$ cat src/rtl/binary_to_bcd.sv
// binary_to_bcd
//
// Sequential double-dabble converter. Accepts an 8-bit unsigned value and a
// carry flag on a start request. It runs one adjust-and-shift iteration per
// clock for 8 clocks, then holds the three-digit BCD result and raises done
// for one cycle.
//
// Ports:
//   clock     in   1   system clock, all state changes on posedge
//   reset     in   1   synchronous active-high reset
//   start     in   1   conversion request, honoured only in IDLE or DONE
//   value_in  in   8   unsigned binary value to convert
//   carry_in  in   1   carry flag captured together with value_in
//   busy      out  1   high while iterating (SHIFT state)
//   done      out  1   one-cycle strobe, bcd_out/overflow freshly updated
//   bcd_out   out  12  {hundreds, tens, ones}, held until the next done
//   overflow  out  1   carry captured for the result on bcd_out
module binary_to_bcd (
    input  logic        clock,
    input  logic        reset,
    input  logic        start,
    input  logic [7:0]  value_in,
    input  logic        carry_in,
    output logic        busy,
    output logic        done,
    output logic [11:0] bcd_out,
    output logic        overflow
);

    typedef enum logic [1:0] {
        S_IDLE  = 2'd0,
        S_SHIFT = 2'd1,
        S_DONE  = 2'd2
    } state_t;

    state_t      r_state;
    state_t      w_state_next;

    logic [7:0]  r_bin;
    logic [11:0] r_digits;
    logic        r_carry;
    logic [2:0]  r_iter;
    logic [11:0] r_bcd;
    logic        r_ovf;

    logic [19:0] w_adjusted;
    logic [19:0] w_shifted;
    logic        w_accept;
    logic        w_last;

    // Double-dabble correction: a digit of 5 or more becomes >= 8 after +3,
    // so the following left shift carries it into the next decade.
    function automatic logic [3:0] adjust_digit(input logic [3:0] d);
        return (d >= 4'd5) ? (d + 4'd3) : d;
    endfunction

    assign w_adjusted = {adjust_digit(r_digits[11:8]),
                         adjust_digit(r_digits[7:4]),
                         adjust_digit(r_digits[3:0]),
                         r_bin};
    // Bit 19 is always 0 because the hundreds digit never exceeds 2.
    assign w_shifted  = {w_adjusted[18:0], 1'b0};

    assign w_accept = start && ((r_state == S_IDLE) || (r_state == S_DONE));
    assign w_last   = (r_state == S_SHIFT) && (r_iter == 3'd7);

    always_comb begin
        w_state_next = r_state;
        case (r_state)
            S_IDLE:  if (start) w_state_next = S_SHIFT;
            S_SHIFT: if (r_iter == 3'd7) w_state_next = S_DONE;
            S_DONE:  w_state_next = start ? S_SHIFT : S_IDLE;
            default: w_state_next = S_IDLE;
        endcase
    end

    always_ff @(posedge clock) begin
        if (reset) begin
            r_state <= S_IDLE;
        end else begin
            r_state <= w_state_next;
        end
    end

    always_ff @(posedge clock) begin
        if (reset) begin
            r_bin    <= 8'h00;
            r_digits <= 12'h000;
            r_carry  <= 1'b0;
            r_iter   <= 3'd0;
            r_bcd    <= 12'h000;
            r_ovf    <= 1'b0;
        end else if (w_accept) begin
            r_bin    <= value_in;
            r_digits <= 12'h000;
            r_carry  <= carry_in;
            r_iter   <= 3'd0;
        end else if (r_state == S_SHIFT) begin
            r_digits <= w_shifted[19:8];
            r_bin    <= w_shifted[7:0];
            r_iter   <= r_iter + 3'd1;
            // The eighth shift completes the conversion; publish it on the
            // same edge that enters DONE.
            if (w_last) begin
                r_bcd <= w_shifted[19:8];
                r_ovf <= r_carry;
            end
        end
    end

    assign busy     = (r_state == S_SHIFT);
    assign done     = (r_state == S_DONE);
    assign bcd_out  = r_bcd;
    assign overflow = r_ovf;

endmodule

$ cat config.mk
export PLATFORM = sky130hd
export DESIGN_NAME = binary_to_bcd
export DESIGN_NICKNAME = d
export VERILOG_FILES = /design/src/rtl/binary_to_bcd.sv
export SDC_FILE = /design/constraint.sdc
export NUM_CORES = 1
export LEC_CHECK = 0
export CORE_MARGIN = 3
export CORE_UTILIZATION = 50
export DETAILED_ROUTE_END_ITERATION = 7
export PLACE_DENSITY_LB_ADDON = 0.25
export SLEW_MARGIN = 30
export SYNTH_ARGS = -nofsm -noshare
export SYNTH_HDL_FRONTEND = slang
export SYNTH_SLANG_ARGS = --single-unit
$ cat constraint.sdc
create_clock -name clock -period 1.7 [get_ports clock]
set_input_delay 0.17 -clock clock [delete_from_list [all_inputs] [get_ports clock]]
set_output_delay 0.17 -clock clock [all_outputs]
set_load 0.1 [all_outputs]
**Yosys cells after proc, flatten, opt, wreduce, memory -nomap -nowiden**

Cells that the tools add are included.

- $add $sub $neg: 4
- Magnitude comparators: 3
- Equal/unequal tests: 5
- Multiplexer cells: 9
- Bitwise gates (word level): 1
- Reductions and logical operators: 8

Operators by type and width:

| cell | number |
|---|---|
| $mux W8 | 2 |
| $ge A4 B3 Y1 const B | 3 |
| $add A4 B2 Y4 const B | 2 |
| $mux W4 | 2 |
| $pmux W2 S3 | 1 |
| $mux W2 | 2 |
| $add A3 B1 Y3 const B | 1 |
| $add A3 B2 Y3 const B | 1 |
| $eq A3 B3 Y1 const B | 1 |
| $mux W3 | 1 |
| $reduce_and A3 Y1 | 1 |
| $eq A2 B1 Y1 const B | 1 |
| $eq A2 B2 Y1 const B | 1 |
| $logic_and A1 B1 Y1 | 2 |
| $logic_not A2 Y1 | 1 |
| $ne A2 B1 Y1 const B | 1 |
| $ne A2 B2 Y1 const B | 1 |
| $reduce_and A2 Y1 | 1 |
| $reduce_bool A2 Y1 | 1 |
| $reduce_or A2 Y1 | 1 |
| $logic_or A1 B1 Y1 | 1 |
| $mux W1 | 1 |
| $not A1 Y1 | 1 |

- Bits in registers: 39
- Bits of input ports: 12
- Output and inout port bits: 15
- Logic and storage cells: 37

**Longest topological paths before layout**

Gate-level depths: netlist of run 1.

- Depth after elaboration: 5
- Gate-level depth with buffers: 7
- Depth with buffers taken out: 6

**Worst setup path after synthesis of run 1**

Ideal clock, no wire load.

- Path kind: flip-flop to flip-flop
- Start point: register r_digits[0]
- End point: register r_digits[2]
- Setup time: 73 ps
- Arrival time: 1398 ps
- Data required time: 1627 ps
- Setup slack: 229 ps
- Cell stages (with the launch flop): 7
- Buffers on the path: 0
- Period minus slack after synthesis: 1471 ps
- Path through: dfxtp_1 > inv_1 > ha_1 > nand2b_1 > a21oi_1 > mux2_2 > o22ai_2

- Cells in the longest elaborated chain, start to end: 2
- Elaborated cells between the ends (all ways): 3
- Those cells by class: add/sub: 1; order compare: 1; mux: 1

RTL lines:

| element | line | text |
|---|---|---|
| start: declaration | 40 | `logic [11:0] r_digits;` |
| start signal: assignment | 99 | `r_digits <= w_shifted[19:8];` |
| $add A4 B2 Y4 or $ge A4 B3 Y1 (tied branches) | 54 | `return (d >= 4'd5) ? (d + 4'd3) : d;` |
| $mux W4 (*) | 54 |  |

Mark *: on every way between the ends. The rest lies on a longest branch, timed or not.
A chain may end at the register's enable or synchronous reset.

**Worst setup path in the final report of run 1**

Ends and elaborated chain as after synthesis.

==> reports/qor.csv, run 1 <==
metric,value,unit
required,1.99,ns
drive_above_1_share,0.173,
synth_edf_count,0,
min_path_cells,3,
synth_cell_types,30,
powerDensity,780,nW/um^2
wl_per_cell,14.1,um
cp_top_family,multiplexers,
reg2reg_to,r_digits[2],
worst_pin_slew,0.435,ns
placed_area,2010,sq um
power.total,1.61,mW
syn_nets,217,
cpMaxStageDelayCell,mux2_2,
crit_start,r_digits[0],
clockBufferDepth,2,
met1_usage,0.220,
final-setup-viol-count,0,
crit_path_cell_trace,inv_1 -> ha_1 -> nand2b_1 -> a21oi_2 -> mux2_2 -> o22ai_2,
die_w,64.8,um
synth_top_area_frac,0.451,
start_util,0.544,
start_kind,register,
avgSynthCellArea,8.78,sq um
regArea,781,sq um
drc_errors,0,
placement.io_buffers,26,
top_usage_layer,met2,
dr.pass1.iters,4,
ant_nets,0,
max_freq,627,MHz
vias,1470,
r2r_setup_slack,0.11,ns
clk_pin_slew_worst_paths,0.11,ns
die_h,64.8,um
crit_type,reg -> reg,
core,3180,sq um
hold-path-endpoint,r_bin[6],
worstSkewPairLatency,0.35,ns
grt_pass1_vias,1446,
synth-seq-cells,39,
track_usage,0.199,
place_congestion,0.778,
cts_tree,yes,
synth_common_cells,"dfxtp_1 (39), nand2_1 (25), nor2_1 (20), a21oi_1 (13), o21ai_0 (10)",
status,"finished, final reports clean",
utilization,0.651,
cts_sinks,39,
fin_crit,1.59,ns
ioPinCount,27,
drt_iter0_drc,50,
vias_per_cell,5.44,
final_nets,245,
grt_start_max_net_pins,25,
fillers,282,
crit_arrival,1.88,ns
whs,0.405,ns
setup_tns,0,ns
synth_ff_type,dfxtp_1,
netlist_area,1730,sq um
synth-async-reset-ratio,0,
drt_wl_total,3.80,mm
hold_viol,0,
finalCritPeriodShare,0.938,
syn_to_final_growth,19.6,%
ir_drop,0.569,mV
yosysSeqAreaShare,0.451,
grt_util_met3,0.0451,
ys_warn_count,0,
multi_input_area,853,sq um
slowest_delay,0.37,ns
synth_top_area_cell,dfxtp_1,
h-tree-depth,2,
ctsHoldBuffers,0,
maxSlewViolCount,0,
grt_overflow,0,
fin_area,2070,sq um
min_from,value_in[6],
grt_first_pass_wirelength,6.35,mm
cts-root-buf,clkbuf_4,
crit_buf_inv,1,
path_max_fanout,5,
power.leakage,0.782,nW
relSlewSlack,0.709,
fin_skew,0.0116,ns
synth_area_leaders,"dfxtp_1 (45%), ha_1 (5.8%), nand2_1 (5.4%)",
rr_startpoint,r_digits[0],
dieArea,4200,sq um
cap_violations,0,
cts_buffers,5,
hp-class,in -> reg,
use_met2,0.350,
worstSetupEndpointType,register,
antenna_cells,0,
antenna_found_initial,0,
hpwl,2.78,mm
synthCells,197,
synth_most_common_cell,dfxtp_1,
reg2reg_depth,6,
num_rows,20,
[layout make-up]
class | instances | area share
clock inverters | 1 | 0.00242
multi-input cells | 138 | 0.412
clock buffers | 7 | 0.0218
repair buffers | 33 | 0.145
inverters | 8 | 0.0145
well taps | 44 | 0.0266
flip-flops and latches | 39 | 0.377
[kinds of logic after synthesis]
group           after synthesis  share of synthesized area
flops                        39                      0.451
buf+inv                      20                     0.0600
fa+ha+maj                     8                     0.0578
simple gates                 76                      0.213
mux                           5                     0.0311
xor+xnor                      4                     0.0202
compound gates               45                      0.166
[worst register-to-register path, cell delays in order (launching register included)]
cell      delay [ns]
dfxtp_1         0.36
inv_1           0.10
ha_1            0.23
nand2b_1        0.12
a21oi_2         0.20
mux2_2          0.37
o22ai_2         0.16
[report_power, final]
group | internal (mW) | total (mW) | switching (mW)
Combinational | 0.0867 | 0.201 | 0.114
Clock | 0.161 | 0.455 | 0.294
Sequential | 0.941 | 0.957 | 0.0164
[worst max path at each step]
stage	endpoint	slack [ns]	cells past startpoint
after floorplan	r_digits[2]	0.23	6
after global placement	bcd_out[3]	0.18	5
after detailed placement	r_digits[6]	0.09	6
after CTS	r_digits[6]	0.06	6
after global routing	bcd_out[2]	-0.01	6
final	r_digits[2]	0.11	6
[flip-flops by register name, summed over array words and instances (netlist names)]
signal / cells
r_digits: 12
r_iter: 3
r_bin: 8
r_state: 2
overflow: 1
bcd_out: 12
r_carry: 1
[routing by layer]
| metal | vias up | part of all wire |
|---|---|---|
| met1 | 699 | 0.42 |
| met2 | 28 | 0.52 |
| li1 | 736 | - |
| met3 | 7 | 0.041 |
| met5 | - | 0 |
| met4 | 0 | 0.018 |
[cells in the final DEF, fill, tap and decap left out, drive strengths merged]
master / n
nor3: 8
nor2: 20
a211oi: 7
buf: 22
and2b: 1
o22ai: 10
nor3b: 4
xnor2: 4
inv: 8
mux2i: 2
nand3b: 6
a21oi: 13
dfxtp: 39
o21a: 1
a311oi: 3
clkbuf: 7
o21ai: 11
nand3: 2
nand2b: 7
ha: 8
clkdlybuf4s50: 11
mux2: 3
and2: 2
clkinv: 1
or2: 1
nand2: 25
[through the flow]
stage,setup WS (ns),std cells
2_1_floorplan,0.229,197
3_3_place_gp,0.183,262
3_5_place_dp,0.0883,262
4_1_cts,0.0643,270
5_1_grt,-0.0134,270
6_report,0.105,270
[timing repair]
action                                 4_1_cts  5_1_grt
endpoints found under the hold margin        0        0
setup endpoints to repair                    0        4
gates resized for setup                      0        2
buffers inserted                             0        0
No activity file was read; power rests on OpenSTA's default activity.
==> run 2, diff against run 1 <==
--- a/config.mk
+++ b/config.mk
@@ -7,6 +7,7 @@
 export LEC_CHECK = 0
 export CORE_MARGIN = 3
 export CORE_UTILIZATION = 50
+export CTS_CLUSTER_DIAMETER = 120
 export DETAILED_ROUTE_END_ITERATION = 7
 export PLACE_DENSITY_LB_ADDON = 0.25
 export SLEW_MARGIN = 30
==> results of run 2 <==
The final DEF is identical to that of run 1; final timing and power are the same.
==> run 3, diff against run 2 <==
--- a/config.mk
+++ b/config.mk
@@ -9,7 +9,8 @@
 export CORE_UTILIZATION = 50
 export CTS_CLUSTER_DIAMETER = 120
 export DETAILED_ROUTE_END_ITERATION = 7
-export PLACE_DENSITY_LB_ADDON = 0.25
+export PLACE_DENSITY = 0.77
+export SKIP_CTS_REPAIR_TIMING = 1
 export SLEW_MARGIN = 30
 export SYNTH_ARGS = -nofsm -noshare
 export SYNTH_HDL_FRONTEND = slang
==> run 3 against run 2 <==
Effect of this change:
- sequential cell count did not move
- register-to-register slack got worse by 0.04 ns
- via count fell by 0.27%
- critical path depth did not move
- die area did not move
- combinational power barely moved
- setup slack got worse by 0.035 ns
- design area rose by 1.1%
- sequential share of layout area fell by 0.41 points
- total power rose by 4.5%
- routed wire length rose by 3.5%
- critical endpoint is now r_digits[6]
- largest cell class unchanged
==> reports/qor.csv, run 3 (synthesis gave the netlist of run 1 again) <==
metric,value,unit
status,"finished, final reports clean",
relSlewSlack,0.768,
reg2reg_to,r_digits[6],
antenna_found_initial,0,
ioPinCount,27,
worstSetupEndpointType,register,
crit_start,r_digits[4],
p_sw_frac,0.247,
fin_crit,1.63,ns
h-tree-depth,2,
antenna_cells,0,
critPathCapture,r_digits[6],
hpwl,2.86,mm
p_switching,416,uW
crit_path_cell_trace,inv_1 -> ha_1 -> nand2b_1 -> a21oi_1 -> mux2_2 -> o22ai_1,
dr.pass1.iters,4,
die_h,64.8,um
final_cell_count_no_fill,270,
crit_arrival,1.91,ns
maxSlewViolCount,0,
crit_type,reg -> reg,
grt_first_pass_wirelength,6.64,mm
finalCritPeriodShare,0.959,
track_usage,0.206,
rr_startpoint,r_digits[4],
p_clk_frac,0.314,
cts_buffers,5,
drt_iter0_drc,76,
power.leakage,0.793,nW
grt_overflow,0,
clockBufferDepth,2,
cpMaxStageDelayCell,mux2_2,
grt_start_max_net_pins,25,
ant_nets,0,
place_congestion,0.827,
syn_to_final_growth,20.9,%
powerDensity,806,nW/um^2
start_util,0.544,
hp-class,in -> reg,
core,3180,sq um
vias,1466,
path_max_fanout,5,
ir_drop,0.719,mV
max_freq,613,MHz
combinationalPowerShare,0.119,
drc_errors,0,
reg2reg_depth,6,
clk_pin_slew_worst_paths,0.11,ns
place_ws,0.0769,ns
hold_viol,0,
rsz0062_at_grt,false,
die_w,64.8,um
wl_per_cell,14.6,um
p_seq_frac,0.568,
fin_skew,0.00352,ns
grt_pass1_vias,1470,
place_inst,262,
vias_per_cell,5.43,
cts-root-buf,clkbuf_4,
num_rows,20,
drt_wl_total,3.93,mm
setup_tns,0,ns
final_nets,245,
drive_above_1_share,0.186,
required,1.98,ns
worst_pin_slew,0.348,ns
final-setup-viol-count,0,
cap_violations,0,
worstSkewPairLatency,0.35,ns
intPower,1.27,mW
placement.io_buffers,26,
dieArea,4200,sq um
start_kind,register,
cts_tree,yes,
whs,0.410,ns
final.setup.worst_slack,0.0699,ns
mostFrequentLayoutCells,"dfxtp_1 (39), nand2_1 (24), nor2_1 (20), buf_4 (20)",
r2r_setup_slack,0.07,ns
mostFrequentLayoutCell,dfxtp_1,
cts_sinks,39,
slowest_delay,0.38,ns
==> run 3: per-stage QoR <==
| step | power (mW) | utilization | cell area (sq um) |
|---|---|---|---|
| 2_1_floorplan | 1.11 | - | 1730 |
| 3_3_place_gp | 1.17 | 0.633 | 2010 |
| 3_5_place_dp | 1.18 | 0.633 | 2010 |
| 4_1_cts | 1.70 | 0.655 | 2080 |
| 5_1_grt | 1.77 | 0.658 | 2090 |
| 6_report | 1.69 | 0.658 | 2090 |
==> run 3: power groups by stage <==
stage / logic (mW) / registers [mW] / clock network (mW)
final: 0.200 / 0.957 / 0.529
after detailed placement: 0.198 / 0.979 / 0
after global placement: 0.191 / 0.976 / 0
after global routing: 0.221 / 0.962 / 0.591
after floorplan: 0.138 / 0.974 / 0
after CTS: 0.200 / 0.958 / 0.540
==> run 3: how the worst min path moves through the flow <==
stage | start | endpoint | cells after the start | slack (ns)
after global routing | value_in[5] | r_bin[5] | 3 | 0.42
final | value_in[3] | r_bin[3] | 3 | 0.41
after detailed placement | bcd_out[0] | bcd_out[0] | 2 | 0.46
after global placement | r_iter[1] | r_iter[1] | 2 | 0.45
after CTS | value_in[3] | r_bin[3] | 3 | 0.41
after floorplan | carry_in | r_carry | 2 | 0.31
==> run 3: per-layer routing <==
layer	GRT usage	wire, um	vias up
met3	0.0624	194	8
met2	0.364	2080	31
met4	0.0818	71	0
li1	-	-	730
met1	0.228	1580	697
met5	0	0	-
==> run 3: critical path, delay by kind of cell (launching register included) <==
kind	cells	cell delay, ns
AO/OA/AOI/OAI	2	0.36
adder cells (fa/ha/maj)	1	0.26
buffers and inverters	1	0.11
flip-flops	1	0.36
multiplexers	1	0.38
AND/OR/NAND/NOR	1	0.10
==> run 3: final cells by class <==
class / instances / area (sq um)
timing repair buffer: 33 / 300
sequential: 39 / 781
fill: 275 / 1090
tap: 44 / 55.1
clock buffer: 8 / 68.8
multi-input combinational: 138 / 857
inverter: 8 / 30.0
